### config.mk
export PLATFORM = sky130hd
export DESIGN_NAME = pipe_stage_reg
export DESIGN_NICKNAME = d
export VERILOG_FILES = /design/src/rtl/pipe_stage_reg.sv
export SDC_FILE = /design/constraint.sdc
export NUM_CORES = 1
export LEC_CHECK = 0
export ABC_AREA = 1
export BUFFER_PORTS_ARGS = -buffer_cell sky130_fd_sc_hd__buf_2
export CAP_MARGIN = 40
export CORE_MARGIN = 8
export CORE_UTILIZATION = 30
export DETAILED_ROUTE_END_ITERATION = 10
export GPL_TIMING_DRIVEN = 0
export HOLD_SLACK_MARGIN = 0.03
export SLEW_MARGIN = 40
export SYNTH_ARGS = -nofsm -noshare
export SYNTH_HDL_FRONTEND = slang
export SYNTH_SLANG_ARGS = --single-unit
### constraint.sdc
create_clock -name clk -period 2.7 [get_ports clk]
set_input_delay 0.135 -clock clk [delete_from_list [all_inputs] [get_ports clk]]
set_output_delay 0.135 -clock clk [all_outputs]
set_load 0.1 [all_outputs]
### src/rtl/pipe_stage_reg.sv
// Valid/ready pipeline stage register carrying payload, PC, write-enable and write-register.
// Latency 1 cycle; flush has priority over everything. Build with SKID_BUFFER_EN for a registered in_ready.
module pipe_stage_reg #(
    parameter int unsigned DATA_W   = 32,
    parameter logic [31:0] RESET_PC = 32'h0000_3000,
    parameter int unsigned WR_W     = 5
) (
    input  logic              clk,
    input  logic              reset,
    input  logic              flush,
    input  logic [31:0]       flush_pc,
    input  logic              in_valid,
    output logic              in_ready,
    input  logic [DATA_W-1:0] in_data,
    input  logic [31:0]       in_pc,
    input  logic              in_wen,
    input  logic [WR_W-1:0]   in_wr,
    output logic              out_valid,
    input  logic              out_ready,
    output logic [DATA_W-1:0] out_data,
    output logic [31:0]       out_pc,
    output logic [31:0]       out_pc8,
    output logic              out_wen,
    output logic [WR_W-1:0]   out_wr
);

    typedef struct packed {
        logic [DATA_W-1:0] data;
        logic [31:0]       pc;
        logic              wen;
        logic [WR_W-1:0]   wr;
    } entry_t;

    localparam logic [1:0] ST_EMPTY = 2'd0;
    localparam logic [1:0] ST_ONE   = 2'd1;
`ifdef SKID_BUFFER_EN
    localparam logic [1:0] ST_TWO   = 2'd2;
`endif

    logic [1:0] state_q, state_d;
    entry_t     head_q, head_d;
    entry_t     in_entry;
    logic       in_fire;
    logic       out_fire;

    assign in_entry = '{data: in_data, pc: in_pc, wen: in_wen, wr: in_wr};
    assign in_fire  = in_valid & in_ready;
    assign out_fire = out_valid & out_ready;

    assign out_valid = (state_q != ST_EMPTY);
    assign out_data  = head_q.data;
    assign out_pc    = head_q.pc;
    assign out_pc8   = head_q.pc + 32'd8;
    assign out_wen   = head_q.wen & out_valid;
    assign out_wr    = head_q.wr;

`ifdef SKID_BUFFER_EN
    entry_t skid_q, skid_d;
    logic   rdy_q, rdy_d;

    // in_ready comes straight from a flop so no ready path crosses the stage.
    assign in_ready = rdy_q;

    always_comb begin
        state_d = state_q;
        head_d  = head_q;
        skid_d  = skid_q;
        if (flush) begin
            state_d = ST_EMPTY;
            head_d  = '{data: '0, pc: flush_pc, wen: 1'b0, wr: '0};
            skid_d  = '0;
        end else begin
            case (state_q)
                ST_EMPTY: begin
                    if (in_fire) begin
                        head_d  = in_entry;
                        state_d = ST_ONE;
                    end
                end
                ST_ONE: begin
                    if (in_fire && out_fire) begin
                        head_d = in_entry;
                    end else if (in_fire) begin
                        skid_d  = in_entry;
                        state_d = ST_TWO;
                    end else if (out_fire) begin
                        state_d = ST_EMPTY;
                    end
                end
                ST_TWO: begin
                    if (out_fire) begin
                        head_d  = skid_q;
                        state_d = ST_ONE;
                    end
                end
                default: state_d = ST_EMPTY;
            endcase
        end
        rdy_d = (state_d != ST_TWO);
    end

    always_ff @(posedge clk or posedge reset) begin
        if (reset) begin
            state_q <= ST_EMPTY;
            head_q  <= '{data: '0, pc: RESET_PC, wen: 1'b0, wr: '0};
            skid_q  <= '0;
            rdy_q   <= 1'b1;
        end else begin
            state_q <= state_d;
            head_q  <= head_d;
            skid_q  <= skid_d;
            rdy_q   <= rdy_d;
        end
    end
`else
    // Single entry: accept whenever the head is empty or leaving this cycle.
    assign in_ready = !out_valid | out_ready;

    always_comb begin
        state_d = state_q;
        head_d  = head_q;
        if (flush) begin
            state_d = ST_EMPTY;
            head_d  = '{data: '0, pc: flush_pc, wen: 1'b0, wr: '0};
        end else begin
            case (state_q)
                ST_EMPTY: begin
                    if (in_fire) begin
                        head_d  = in_entry;
                        state_d = ST_ONE;
                    end
                end
                ST_ONE: begin
                    if (in_fire) begin
                        head_d = in_entry;
                    end else if (out_fire) begin
                        state_d = ST_EMPTY;
                    end
                end
                default: state_d = ST_EMPTY;
            endcase
        end
    end

    always_ff @(posedge clk or posedge reset) begin
        if (reset) begin
            state_q <= ST_EMPTY;
            head_q  <= '{data: '0, pc: RESET_PC, wen: 1'b0, wr: '0};
        end else begin
            state_q <= state_d;
            head_q  <= head_d;
        end
    end
`endif

endmodule

# --- Word level (Yosys, flattened, before mapping) ---
# Cells that the tools add are included.
totals:
  word_cells: 30
  regBits: 72
  out_inout_bits: 104
classes:
  reduce_logical: 8
  n_bitwise: 4
  n_eq_ne: 4
  add_sub_neg: 1
  n_mux: 8
op_table:
  columns: ["cell", "count"]
  rows:
  - ["2-to-1 mux 70 bit", 3]
  - ["adder 32 x 4 -> 32 bit (second input constant)", 1]
  - ["inequality test 3 bit (second input constant)", 3]
  - ["2-to-1 mux 2 bit", 4]
  - ["nonzero test 2 bit", 3]
  - ["case mux 2 bit (2 select lines)", 1]
  - ["AND 1 bit", 3]
  - ["AND reduction 3 bit", 1]
  - ["equality test 2 x 1 -> 1 bit (second input constant)", 1]
  - ["zero test 2 bit", 1]
  - ["AND reduction 2 bit", 1]
  - ["OR reduction 2 bit", 1]
  - ["zero test 1 bit", 1]
  - ["bitwise OR 1 bit", 1]

# --- Longest topological paths before layout ---
# Gate-level depths: netlist (run 1).
logic_depth:
  ltp_word: 7
  ltp_mapped: 8
  ltp_nobuf: 8

# --- Worst setup path before layout (run 1) ---
# Ideal clock, no wire load.
synth_path:
  kind: "reg2out"
  from: "register head_q (netlist bit out_pc[3])"
  to: "output port out_pc8[12]"
  n_path_buf: 0
  path_stages_with_launch: 5
  arrival_time_ns: 2.820
  slack_ns: -0.255
  cell_sequence: "dfrtp_1 > inv_1 > nor2_2 > nand3b_1 > xnor2_1"
synth_between:
  elab_chain_cells: 1
synth_lines:
  columns: ["element", "line_no", "source"]
  rows:
  - ["start, declared", "41", "entry_t head_q, head_d;"]
  - ["start signal, assigned", "148", "head_q <= '{data: '0, pc: RESET_PC, wen: 1'b0, wr: '0};"]
  - ["adder 32 x 4 -> 32 bit", "53", "assign out_pc8 = head_q.pc + 32'd8;"]
  - ["end, declared", "22", "output logic [31:0] out_pc8,"]
# No other way between the ends.

# --- Worst setup path in the final report (run 1) ---
layout_path:
  from: "register head_q (netlist bit out_pc[4])"
  to: "output port out_pc8[21]"
# Same word-level chain as after synthesis.

==> flow_summary.ini, run 1 <==
[finish]
area_delta_synth_final_pct = 44.02
instances_no_fill = 1037
n_fill_cell = 1526
seqCellArea_sq_um = 1779
fin_nets = 956
n_antenna_cell = 0
drive_above_1_share_pct = 41.03
multi_input_area_sq_um = 1805

[global_routing]
antenna_found_initial = 1
grt_pass1_vias = 4594
grt_util_all_layers_pct = 16.16
grt_max_degree = 43
grt_pass1_wl_mm = 24.89
grt_overflow = 0

[critical_path]
r2r_cells = 7
cpMostUsedCell = nand2_1
slowest_delay_ps = 430
reg2reg_to = out_pc[13]
cp.arrival_ps = 2200
crit_required_ps = 2570
r2r-start = state_q[0]
critPathSlowestCell = dfrtp_1
ff2ff_setup_slack_ps = 810
critical_path.cell_chain = ha_1 > nand2_1 > nor2_2 > nand3b_1 > nor2_1 > nand2_1 > nand2_1 > buf_2
worstPathMaxFanout = 5
startpoint_type = register
crit_type = reg -> out
critical_path.top_delay_family = simple AND/OR/NAND/NOR gates
cp-end-kind = primary output
cp_num_buf_inv = 1

[sta]
hold_viol = 0
fin_crit_ps = 2331
period_share_pct = 86.35
rsz0062_at_grt = no
max-slew-margin-rel_pct = 61.54
fin_worst_skew_ps = 5.173
final_max_slew_viol_count = 0
setup_viol = 0
worst_pin_slew_ps = 576.9
fin_setup_tns_ps = 0
fmax_mhz = 428.9

[synthesis]
ys_seq_area_share_pct = 39.77
avgSynthCellArea_sq_um = 7.495
synth-main-ff-cell = dfrtp_1
yosys-top-cells-count = nand2_1, buf_4, dfrtp_1, nor2_1, inv_1
netlist_area_sq_um = 4474
yosysWarningCount = 0
syn_nets = 705
synth_top_cell_by_area = dfrtp_1
synthArstFlopShare_pct = 100.0
yosysMostFrequentCell = nand2_1
synth_edf_count = 0
synth_top_area_share_pct = 38.59
yosysUniqueCellTypes = 25
synth_seq_cells = 71
netlist_instances = 597
synth_area_leaders = dfrtp_1, buf_4, nand2_1, nand3_1, nor2_1

[detailed_routing]
ant_nets = 0
drc = 0
via_per_inst = 4.343
via_count = 4504
wl_per_cell_um = 15.17
route.final.wire_length_mm = 15.74
drt-pass1-iter-count = 4
drt_iter0_markers = 217

[die]
die_height_um = 138.1
start_util_pct = 30.79
pin_count = 211
core.rowCount = 44
fp.dieW_um = 138.1
design.die.area_sq_um = 19080
fp.coreArea_sq_um = 14530

[place]
gp_congestion = 0.8865
dp_hpwl_mm = 12.41
port_buffers = 209
placed_cells = 991

[clock_network]
cts_tree = yes
post_cts_buffers = 0
cts.sinks = 71
clk_pin_slew_worst_paths_ps = 60
cts_buffers = 9
htree_levels = 3
clk_latency_ps = 340
cts_root_buf = clkbuf_16
cts_buffer_depth = 2

[power]
powerDensity_nw_per_um2 = 699.2
cellInternalPower_w = 0.002411
power_switching_w = 0.002094
p_leak_nw = 3.524
switching_share_pct = 46.48
seqPwrFrac_pct = 28.4
power_frac_comb_pct = 42.7
irDropWorstVdd_v = 0.0003745
p_clk_share_pct = 28.9

[worst_hold_path]
min_to = out_data[3]
hold_depth = 3
holdCritPathClass = in -> reg
min_from = in_data[3]

[run]
maxCapViolCount = 0

[outcome]
status = finished, final reports clean
[kinds of logic (layout without fill, tap and decap cells)]
logic type	count (synthesis)	in the layout	synth area share, %
adders and majority gates	1	1	0.2796
and+or+nand+nor	279	279	27.24
xor gates and xnor gates	15	15	2.936
DFF	71	71	39.77
buffers and inverters	158	414	20.72
AOI/OAI and AO/OA	73	73	9.060
[cell usage in the layout, fill, tap and decap left out, drive strengths merged, types with 4 or more instances in the layout]
cell type,n
buf,302
nand2,148
nor2,76
dfrtp,69
inv,61
nand3,51
o21ai,40
a31oi,32
dlygate4sd3,30
clkbuf,15
xor2,8
xnor2,7
nand3b,4
clkinv,4
[power groups by stage]
stage	clock [W]	combinational [W]	sequential [W]
floorplan	0	0.00158	0.00126
CTS	0.00133	0.00194	0.00128
global placement	0	0.00189	0.00130
finish	0.00130	0.00193	0.00128
global route	0.00139	0.00202	0.00130
detailed placement	0	0.00190	0.00130
[flip-flops by register name (all words and copies together), names as in the netlist]
signal    flops
head_q        1
out_data     32
out_pc       32
out_wr        5
state_q       1
[worst max path at each step]
stage                        end  startpoint  slack (ps)  depth (start not counted)
floorplan            out_pc8[13]   out_pc[3]          40                          5
global placement    out_data[23]       reset        -360                          2
detailed placement   out_pc8[29]   out_pc[3]         670                          8
CTS                  out_pc8[29]   out_pc[3]         300                          8
global route         out_pc8[29]   out_pc[4]         150                          8
finish               out_pc8[21]   out_pc[4]         370                          8
[timing repair]
action                                 4_1_cts  5_1_grt
resized for setup                            0        0
endpoints found under the hold margin       54        0
setup endpoints to repair                    0        0
hold buffers                                30        0
[area by class of cell]
cell class              instances  share of cell area [%]
clock inverters                 6                   1.301
inverters                      61                   3.670
repair buffers                240                   21.32
flip-flops and latches         71                   27.61
multi-input cells             368                   28.02
clock buffers                  10                   3.709
well taps                     184                   3.573
plain buffers                  97                   10.80
[routing by layer]
metal / routed length [um] / part of all wire, % / vias up / GRT usage, %
met5: 13 / 0.083 / - / 0
met1: 6682 / 42 / 2010 / 19.01
met4: 193 / 1.2 / 2 / 4.233
met3: 1526 / 9.7 / 17 / 7.397
met2: 7318 / 47 / 159 / 26.03
li1: - / - / 2316 / -
[worst register-to-register path: stages, from the launching register on]
cell and delay, ps:
dfrtp_1 420, nand2_2 150, nand2_2 90, nand2_2 180, buf_4 240, nor2_1 60, a31oi_1 140, dlygate4sd3_1 570
[per-stage QoR]
step	cell area, sq um	util (%)	setup WS (ps)	power [W]	hold slack, ps
after CTS	6444	44.34	296.2	0.004557	30.23
after global routing	6444	44.34	153.2	0.004704	37.39
after global placement	5788	39.82	-360.2	0.003192	369.9
after detailed placement	5821	40.05	672.0	0.003203	139.2
after floorplan	4512	-	40.05	0.002845	256.5
final	6444	44.34	368.6	0.004506	47.14
Power figures use the tool's default switching activity.
==> run 2, diff against run 1 <==
clock period = 2.23 ns   (was 2.7 ns; I/O delays follow)
==> flow_summary.ini, run 2 (synthesized netlist as in run 1, its figures left out) <==
[critical_path]
slowest_delay_ps = 440
cp_num_buf_inv = 1
critical_path.cell_chain = ha_2 > nand3_1 > nor2_4 > nand3_1 > xnor2_2 > buf_6
ff2ff_setup_slack_ps = 310
startpoint_type = register
critical_path.top_delay_family = simple AND/OR/NAND/NOR gates
crit_type = reg -> out
worstPathMaxFanout = 5
critPathSlowestCell = dfrtp_2
crit_required_ps = 2120
cpMostUsedCell = nand3_1
cp.arrival_ps = 2050
cp-end-kind = primary output

[global_routing]
antenna_found_initial = 1
grt_pass1_vias = 4811
grt_util_all_layers_pct = 16.47
grt_pass1_wl_mm = 25.70
grt_max_degree = 42
grt_overflow = 0

[detailed_routing]
drt_iter0_markers = 196
via_per_inst = 4.403
drc = 0
via_count = 4632
wl_per_cell_um = 15.26
drt-pass1-iter-count = 4
ant_nets = 0
route.final.wire_length_mm = 16.05

[finish]
final_common_cell = buf_2
layout_common_cells = buf_2, nand2_1, buf_4
seqCellArea_sq_um = 1784
drive_above_1_share_pct = 41.98
fin_nets = 970
n_fill_cell = 1481
instances_no_fill = 1052
multi_input_area_sq_um = 1903
area_delta_synth_final_pct = 50.87

[die]
pin_count = 211
die_height_um = 138.1
fp.dieW_um = 138.1
fp.coreArea_sq_um = 14530
start_util_pct = 30.79
core.rowCount = 44
design.die.area_sq_um = 19080

[place]
gp_congestion = 0.8693
dp_hpwl_mm = 12.62
port_buffers = 209
placed_cells = 991
preCtsSetupSlack_ps = 58.39

[power]
irDropWorstVdd_v = 0.0004195
p_leak_nw = 3.628
powerDensity_nw_per_um2 = 821.1

[sta]
max-slew-margin-rel_pct = 60.56
rsz0062_at_grt = yes
hold_viol = 0
worst_pin_slew_ps = 591.6
fin_crit_ps = 2159
fmax_mhz = 463.1
period_share_pct = 96.82
worst_slack_ps = 70.84
fin_setup_tns_ps = 0
setup_viol = 0
final_max_slew_viol_count = 0
fin_worst_skew_ps = 10.36

[clock_network]
post_cts_buffers = 0
htree_levels = 3
cts_buffer_depth = 2
clk_pin_slew_worst_paths_ps = 60
cts_tree = yes
clk_latency_ps = 330
cts.sinks = 71
cts_root_buf = clkbuf_16
cts_buffers = 9

[worst_hold_path]
holdCritPathClass = in -> reg

[run]
maxCapViolCount = 0

[outcome]
status = finished, final reports clean
[run 2: layer usage]
| layer | GRT usage [%] | share of wire, % | vias up |
|---|---|---|---|
| met3 | 6.815 | 8.8 | 13 |
| li1 | - | - | 2348 |
| met5 | 0 | 0.081 | - |
| met4 | 3.833 | 1.1 | 2 |
| met1 | 19.06 | 42 | 2107 |
| met2 | 27.71 | 48 | 162 |
[run 2: final cells by class]
type / instances / area share, %
Inverter: 61 / 3.503
Multi-Input combinational cell: 368 / 28.19
Tap cell: 184 / 3.411
Buffer: 97 / 10.31
Sequential cell: 71 / 26.43
Antenna cell: 1 / 0.03707
Timing Repair Buffer: 254 / 23.23
Clock buffer: 10 / 3.540
Clock inverter: 6 / 1.353
[run 2: what timing repair did]
action                                 CTS  global route
setup endpoints to repair               14            18
hold buffers                            43             1
endpoints found under the hold margin   67             1
pin swaps                                0             0
resized for setup                       18            12
[run 2: worst reg2reg max path, cell delays in order, from the launching register on]
cell	delay, ps
dfrtp_2	430
nand2_2	140
nand2_2	90
nand2_2	190
buf_2	280
a31oi_1	110
dlygate4sd3_1	580
[run 2: report_power, final]
group	internal (W)	switching, W	total (W)	leakage (nW)
Combinational	0.000571	0.00182	0.00240	2.58
Sequential	0.00140	0.000160	0.00156	0.885
Clock	0.00102	0.000569	0.00158	0.163
[run 2: metrics by stage]
| step | area, sq um | hold WS [ps] | total power, W | utilization, % |
|---|---|---|---|---|
| after floorplan | 4596 | 233.0 | 0.003466 | - |
| after global placement | 5872 | 346.5 | 0.003879 | 40.40 |
| after detailed placement | 5897 | 115.6 | 0.003895 | 40.57 |
| after CTS | 6708 | 30.32 | 0.005589 | 46.15 |
| after global routing | 6748 | 38.79 | 0.005780 | 46.43 |
| final | 6750 | 33.82 | 0.005543 | 46.44 |
[run 2: final timing paths]
check | startpoint | endpoint | cells past startpoint
max | out_pc[3] | out_pc8[17] | 6
min | in_data[1] | out_data[1] | 3
max reg2reg | state_q[0] | out_pc[7] | 6
min reg2reg | out_data[0] | out_data[0] | 2
max in group asynchronous | reset | state_q[0] | 4
min in group asynchronous | reset | out_pc[7] | 3
